$ cat src/rtl/object_compositor.sv
// object_compositor: double-buffered rectangle sprites composited into a 2-stage RGB pixel pipeline
// with per-frame collision flags.
module object_compositor #(
    parameter int          NUM_OBJ  = 4,
    parameter int          COORD_W  = 10,
    parameter logic [7:0]  BG_COLOR = 8'b00011100
) (
    input  logic                clk,
    input  logic                reset,
    input  logic                wr_en,
    input  logic [2:0]          wr_obj,
    input  logic [2:0]          wr_field,
    input  logic [COORD_W-1:0]  wr_data,
    input  logic                frame_start,
    input  logic                inDisplayArea,
    input  logic [COORD_W-1:0]  CounterX,
    input  logic [COORD_W-1:0]  CounterY,
    output logic [2:0]          vgaRed,
    output logic [2:0]          vgaGreen,
    output logic [2:0]          vgaBlue,
    output logic [NUM_OBJ-1:0]  hit_vec,
    output logic [NUM_OBJ-1:0]  collide_vec
);
    typedef struct packed {
        logic               en;
        logic [7:0]         c;
        logic [COORD_W-1:0] h;
        logic [COORD_W-1:0] w;
        logic [COORD_W-1:0] y;
        logic [COORD_W-1:0] x;
    } obj_t;

    obj_t               r_sh  [NUM_OBJ];
    obj_t               r_act [NUM_OBJ];
    obj_t               w_nsh [NUM_OBJ];
    logic [NUM_OBJ-1:0] w_cov;
    logic [NUM_OBJ-1:0] w_col;
    logic [NUM_OBJ-1:0] r_cov;
    logic [NUM_OBJ-1:0] r_acc;
    logic               r_vis;
    logic [7:0]         w_c;

    // Shadow set with this cycle's write folded in, so a commit in the same cycle sees it.
    always_comb begin
        for (int i = 0; i < NUM_OBJ; i++) begin
            w_nsh[i] = r_sh[i];
            if (wr_en && wr_obj == 3'(i)) begin
                case (wr_field)
                    3'd0: w_nsh[i].x = wr_data;
                    3'd1: w_nsh[i].y = wr_data;
                    3'd2: w_nsh[i].w = wr_data;
                    3'd3: w_nsh[i].h = wr_data;
                    3'd4: {w_nsh[i].en, w_nsh[i].c} = wr_data[8:0];
                    default: ;
                endcase
            end
        end
    end

    // Upper bounds are formed one bit wider so X+W past the screen edge never wraps.
    always_comb begin
        w_cov = '0;
        for (int i = 0; i < NUM_OBJ; i++)
            w_cov[i] = r_act[i].en
                && CounterX >= r_act[i].x
                && {1'b0, CounterX} < {1'b0, r_act[i].x} + {1'b0, r_act[i].w}
                && CounterY >= r_act[i].y
                && {1'b0, CounterY} < {1'b0, r_act[i].y} + {1'b0, r_act[i].h};
    end

    assign w_col = (r_vis && |(r_cov & (r_cov - 1'b1))) ? r_cov : '0;

    always_comb begin
        w_c = BG_COLOR;
        for (int i = NUM_OBJ - 1; i >= 0; i--)
            if (r_cov[i]) w_c = r_act[i].c;
    end

    always_ff @(posedge clk) begin
        if (reset) begin
            for (int i = 0; i < NUM_OBJ; i++) begin
                r_sh[i]  <= '0;
                r_act[i] <= '0;
            end
            r_cov       <= '0;
            r_vis       <= 1'b0;
            r_acc       <= '0;
            collide_vec <= '0;
            hit_vec     <= '0;
            vgaRed      <= '0;
            vgaGreen    <= '0;
            vgaBlue     <= '0;
        end else begin
            for (int i = 0; i < NUM_OBJ; i++) begin
                r_sh[i] <= w_nsh[i];
                if (frame_start) r_act[i] <= w_nsh[i];
            end
            r_cov <= w_cov;
            r_vis <= inDisplayArea;
            r_acc <= frame_start ? '0 : (r_acc | w_col);
            if (frame_start) collide_vec <= r_acc | w_col;
            hit_vec  <= r_vis ? r_cov : '0;
            vgaRed   <= r_vis ? w_c[7:5] : 3'd0;
            vgaGreen <= r_vis ? w_c[4:2] : 3'd0;
            vgaBlue  <= r_vis ? {w_c[1:0], 1'b0} : 3'd0;
        end
    end
endmodule
$ cat config.mk
export PLATFORM = sky130hd
export DESIGN_NAME = object_compositor
export DESIGN_NICKNAME = d
export VERILOG_FILES = /design/src/rtl/object_compositor.sv
export SDC_FILE = /design/constraint.sdc
export NUM_CORES = 1
export LEC_CHECK = 0
export BUFFER_PORTS_ARGS = -buffer_cell sky130_fd_sc_hd__buf_4
export CAP_MARGIN = 20
export CORE_MARGIN = 10
export CORE_UTILIZATION = 30
export CTS_BUF_LIST = sky130_fd_sc_hd__clkbuf_2
export CTS_CLUSTER_DIAMETER = 60
export DETAILED_ROUTE_END_ITERATION = 16
export GPL_TIMING_DRIVEN = 0
export MAX_ROUTING_LAYER = met4
export PLACE_DENSITY = 0.44
export SYNTH_ARGS = -nofsm -noshare
export SYNTH_HDL_FRONTEND = slang
export SYNTH_SLANG_ARGS = --single-unit
$ cat constraint.sdc
create_clock -name clk -period 5.95 [get_ports clk]
set_input_delay 0 -clock clk [delete_from_list [all_inputs] [get_ports clk]]
set_output_delay 0 -clock clk [all_outputs]
set_load 0.01 [all_outputs]
==> metrics.yaml <==
yosys:
  synth_warnings: 0
  synth-async-reset-ratio: 0
  yosys_most_used_dff: "dfxtp_1"
  yosys_register_bits: 417
  synth_cell_types: 69
  netlist_instances: 2061
  netlist_area_sq_um: 21700
  seq_area_frac_synth: 0.475
  synth-edff-count: 196
  syn_avg_cell_area_sq_um: 10.5
  synth_nets: 2342
cts:
  cts_buffers: 113
  clk_path_buf_depth: 3
  cts_sinks: 417
  cts.clk_slew.worst_paths_ps: 100
  clk_latency_ps: 1130
  htree_num_levels: 3
  cts_tree: "built"
  post_cts_buffers: 0
  cts_root_buf: "clkbuf_2"
sta:
  rsz0062_at_grt: "false"
  tns_ps: 0
  post-route-period-util: 0.845
  timing.final.hold_violations: 0
  fin_skew_ps: 68.5
  finalSetupViolCount: 0
  fmax_mhz: 199
  finalMaxSlewViolations: 0
  tightest_slew_ps: 1130
  slew_headroom: 0.250
  period_needed_ps: 5030
worst_setup_path:
  start_kind: "register"
  cp_max_fo: 3
  cp.arrival_ps: 6060
  max_stage_delay_ps: 690
  rr_endpoint: "r_cov[2]$_SDFF_PP0_"
  crit_type: "reg -> reg"
  endpoint_kind: "register"
  crit_chain: "ha_1 -> fa_1 -> nand2_1 -> a21oi_1 -> o31ai_1 -> a21bo_2 -> ha_1 -> a21oi_1 -> o22ai_1 -> nor4_1 -> dlygate4sd3_1 -> o31ai_1 -> dlygate4sd3_1 -> a311oi_2 -> dlygate4sd3_1"
  timing.rr.start: "r_act[2][10]$_SDFFCE_PN0P_"
  cp_slowest_cell: "dlygate4sd3_1"
  required_ps: 6980
  r2r_slack_ps: 920
  reg2regPathDepth: 15
  path_common_cell: "dlygate4sd3_1"
global_routing:
  grt_antenna_before_repair: 6
  grt_usage: 0.161
  first_global_vias: 16100
  grt_max_degree: 81
  grt.overflow.total: 0
  grt_pass1_wl_um: 98800
floorplanning:
  pin_count: 58
  initial_core_util: 0.303
  fp.dieW_um: 289
  core_sq_um: 71600
  rows: 98
  die-area_sq_um: 83500
  die_h_um: 289
power:
  power_density_nw_per_um2: 241
  switchingPower_mw: 1.79
  combPwrFrac: 0.124
  p_sw_frac: 0.296
  clkPwrFrac: 0.366
  sequentialPowerShare: 0.510
  irDropWorstVdd_mv: 0.176
  p_leak_nw: 11.1
  p_int_mw: 4.27
routing:
  dr.pass1.iters: 5
  drt-total-wl_um: 64900
  vias: 15800
  drt-initial-drc-count: 952
  viasPerCell: 4.72
  remaining_drc_errors: 0
  detail-route-antenna-nets: 0
  wl_per_cell_um: 19.4
cells_and_area:
  drive_gt1_frac: 0.118
  final_area_sq_um: 25200
  fillers: 7361
  nNetsFinal: 2577
  synthToLayoutAreaGrowth_pct: 16.1
outcome:
  status: "finished, final reports clean"
worst_hold_path:
  hp-start: "wr_field[1]"
  hold_end: "r_sh[0][8]$_SDFF_PP0_"
  holdPathStages: 6
  hp-class: "in -> reg"
place:
  dp_hpwl_um: 47200
  dpl_cell_area_sq_um: 23400
  gp_congestion: 0.814
  port-buffer-count: 45
run:
  maxCapViolCount: 0
## layout by cell type (no fill, tap or decap), types with 18 or more instances in the layout
| cell | netlist | layout |
|---|---|---|
| nor2_1 | 222 | 222 |
| buf_4 | 4 | 49 |
| nor3_1 | 27 | 27 |
| dlygate4sd3_1 | 0 | 68 |
| clkbuf_2 | 0 | 176 |
| o21ai_0 | 59 | 59 |
| nand2_1 | 79 | 79 |
| a21oi_1 | 110 | 110 |
| clkbuf_1 | 65 | 64 |
| xor2_1 | 37 | 37 |
| mux2i_1 | 158 | 158 |
| and2_1 | 198 | 198 |
| edfxtp_1 | 196 | 196 |
| nand3_1 | 54 | 54 |
| xnor2_1 | 21 | 21 |
| nand2b_1 | 28 | 28 |
| a21o_1 | 18 | 18 |
| dfxtp_1 | 221 | 221 |
| inv_1 | 96 | 96 |
| ha_1 | 232 | 232 |
| clkinv_1 | 0 | 29 |
| a211oi_1 | 20 | 20 |
## power by group through the flow
stage | Sequential (mW) | Clock [mW] | Combinational (mW)
floorplan | 3.15 | 0 | 0.449
global placement | 3.18 | 0 | 0.691
detailed placement | 3.16 | 0 | 0.718
CTS | 3.10 | 2.30 | 0.760
global route | 3.11 | 2.45 | 0.851
finish | 3.10 | 2.22 | 0.752
## metal layers
metal,global-route usage,share of wire,routed length (um)
met1,0.220,0.50,32500
met2,0.241,0.43,28100
met3,0.0277,0.043,2770
met4,0.0455,0.023,1490
met5,-,0,0
## worst max-delay path: cells and delay by family (launching register included)
family / cells / cell delay (ps)
flip-flops: 1 / 430
buffers and inverters: 3 / 1880
adder cells (fa/ha/maj): 3 / 950
AND/OR/NAND/NOR: 2 / 290
AO/OA/AOI/OAI: 7 / 1410
## worst max-delay path by stage
| stage | startpoint | end | depth (start not counted) |
|---|---|---|---|
| final | r_act[2][10]$_SDFFCE_PN0P_ | r_cov[2]$_SDFF_PP0_ | 15 |
| after global routing | r_act[2][10]$_SDFFCE_PN0P_ | r_cov[2]$_SDFF_PP0_ | 15 |
| after CTS | r_act[2][10]$_SDFFCE_PN0P_ | r_cov[2]$_SDFF_PP0_ | 15 |
| after detailed placement | r_act[3][10]$_SDFFCE_PN0P_ | r_cov[3]$_SDFF_PP0_ | 13 |
| after global placement | reset | r_act[0][33]$_SDFFCE_PN0P_ | 3 |
| after floorplan | reset | r_act[0][0]$_SDFFCE_PN0P_ | 3 |
## sequential cells by signal, indices dropped and copies added (netlist names)
name and cells:
r_sh 196, vgaRed 3, r_act 196, r_acc 4, r_vis 1, vgaBlue 2, r_cov 4, vgaGreen 3
collide_vec 4, hit_vec 4
## Yosys cell counts, types with 7 or more instances
cell / instances / share of area
mux2i_1: 158 / 0.073
buf_1: 10 / 0.0017
dfxtp_1: 221 / 0.20
o21bai_1: 8 / 0.0028
o21ai_0: 59 / 0.014
a211oi_1: 20 / 0.0069
ha_1: 232 / 0.13
or3_1: 8 / 0.0023
a31o_2: 7 / 0.0028
o211ai_1: 12 / 0.0041
and2_1: 198 / 0.057
edfxtp_1: 196 / 0.27
nand3_1: 54 / 0.012
buf_2: 7 / 0.0016
o21a_1: 16 / 0.0055
xor2_1: 37 / 0.015
nor3_1: 27 / 0.0062
a21oi_1: 110 / 0.025
inv_1: 96 / 0.017
a311oi_1: 7 / 0.0028
nor4_1: 10 / 0.0029
fa_1: 8 / 0.0074
nand2_1: 79 / 0.014
nand2b_1: 28 / 0.0081
clkbuf_1: 65 / 0.011
o22ai_1: 9 / 0.0026
nand2_2: 10 / 0.0029
nor2b_1: 14 / 0.0040
a21o_1: 18 / 0.0062
xnor2_1: 21 / 0.0085
nor2_1: 222 / 0.038
a31oi_1: 10 / 0.0029
## through the flow
step | worst slack, ps | std cells | hold slack, ps | util | power (mW)
CTS | 969 | 3345 | 26.4 | 0.351 | 6.16
global route | 634 | 3352 | 84.4 | 0.352 | 6.40
finish | 923 | 3353 | 185 | 0.352 | 6.07
global placement | 338 | 3056 | 226 | 0.325 | 3.87
floorplan | 2570 | 2061 | 128 | - | 3.60
detailed placement | 1680 | 3062 | 235 | 0.326 | 3.88
## area by class of cell
type | instances | area, sq um | share of cell area
Timing Repair Buffer | 120 | 1160 | 0.0459
Clock buffer | 176 | 881 | 0.0349
Antenna cell | 6 | 15.0 | 0.000596
Sequential cell | 417 | 10300 | 0.409
Buffer | 87 | 368 | 0.0146
Tap cell | 950 | 1190 | 0.0472
Inverter | 97 | 364 | 0.0144
Clock inverter | 40 | 239 | 0.00948
Multi-Input combinational cell | 1460 | 10700 | 0.424
## cells by family after synthesis
family / synth area share
AOI/OAI and AO/OA: 0.0936
xor gates and xnor gates: 0.0234
adders and majority gates: 0.141
buffers and inverters: 0.0332
DFF: 0.475
muxes: 0.0728
other: 0.000173
and+or+nand+nor: 0.161
## timing repair
item | in CTS | in global routing
hold endpoints to repair | 446 | 2
resized for setup | 0 | 0
hold buffers | 67 | 1
Power figures use the tool's default switching activity.
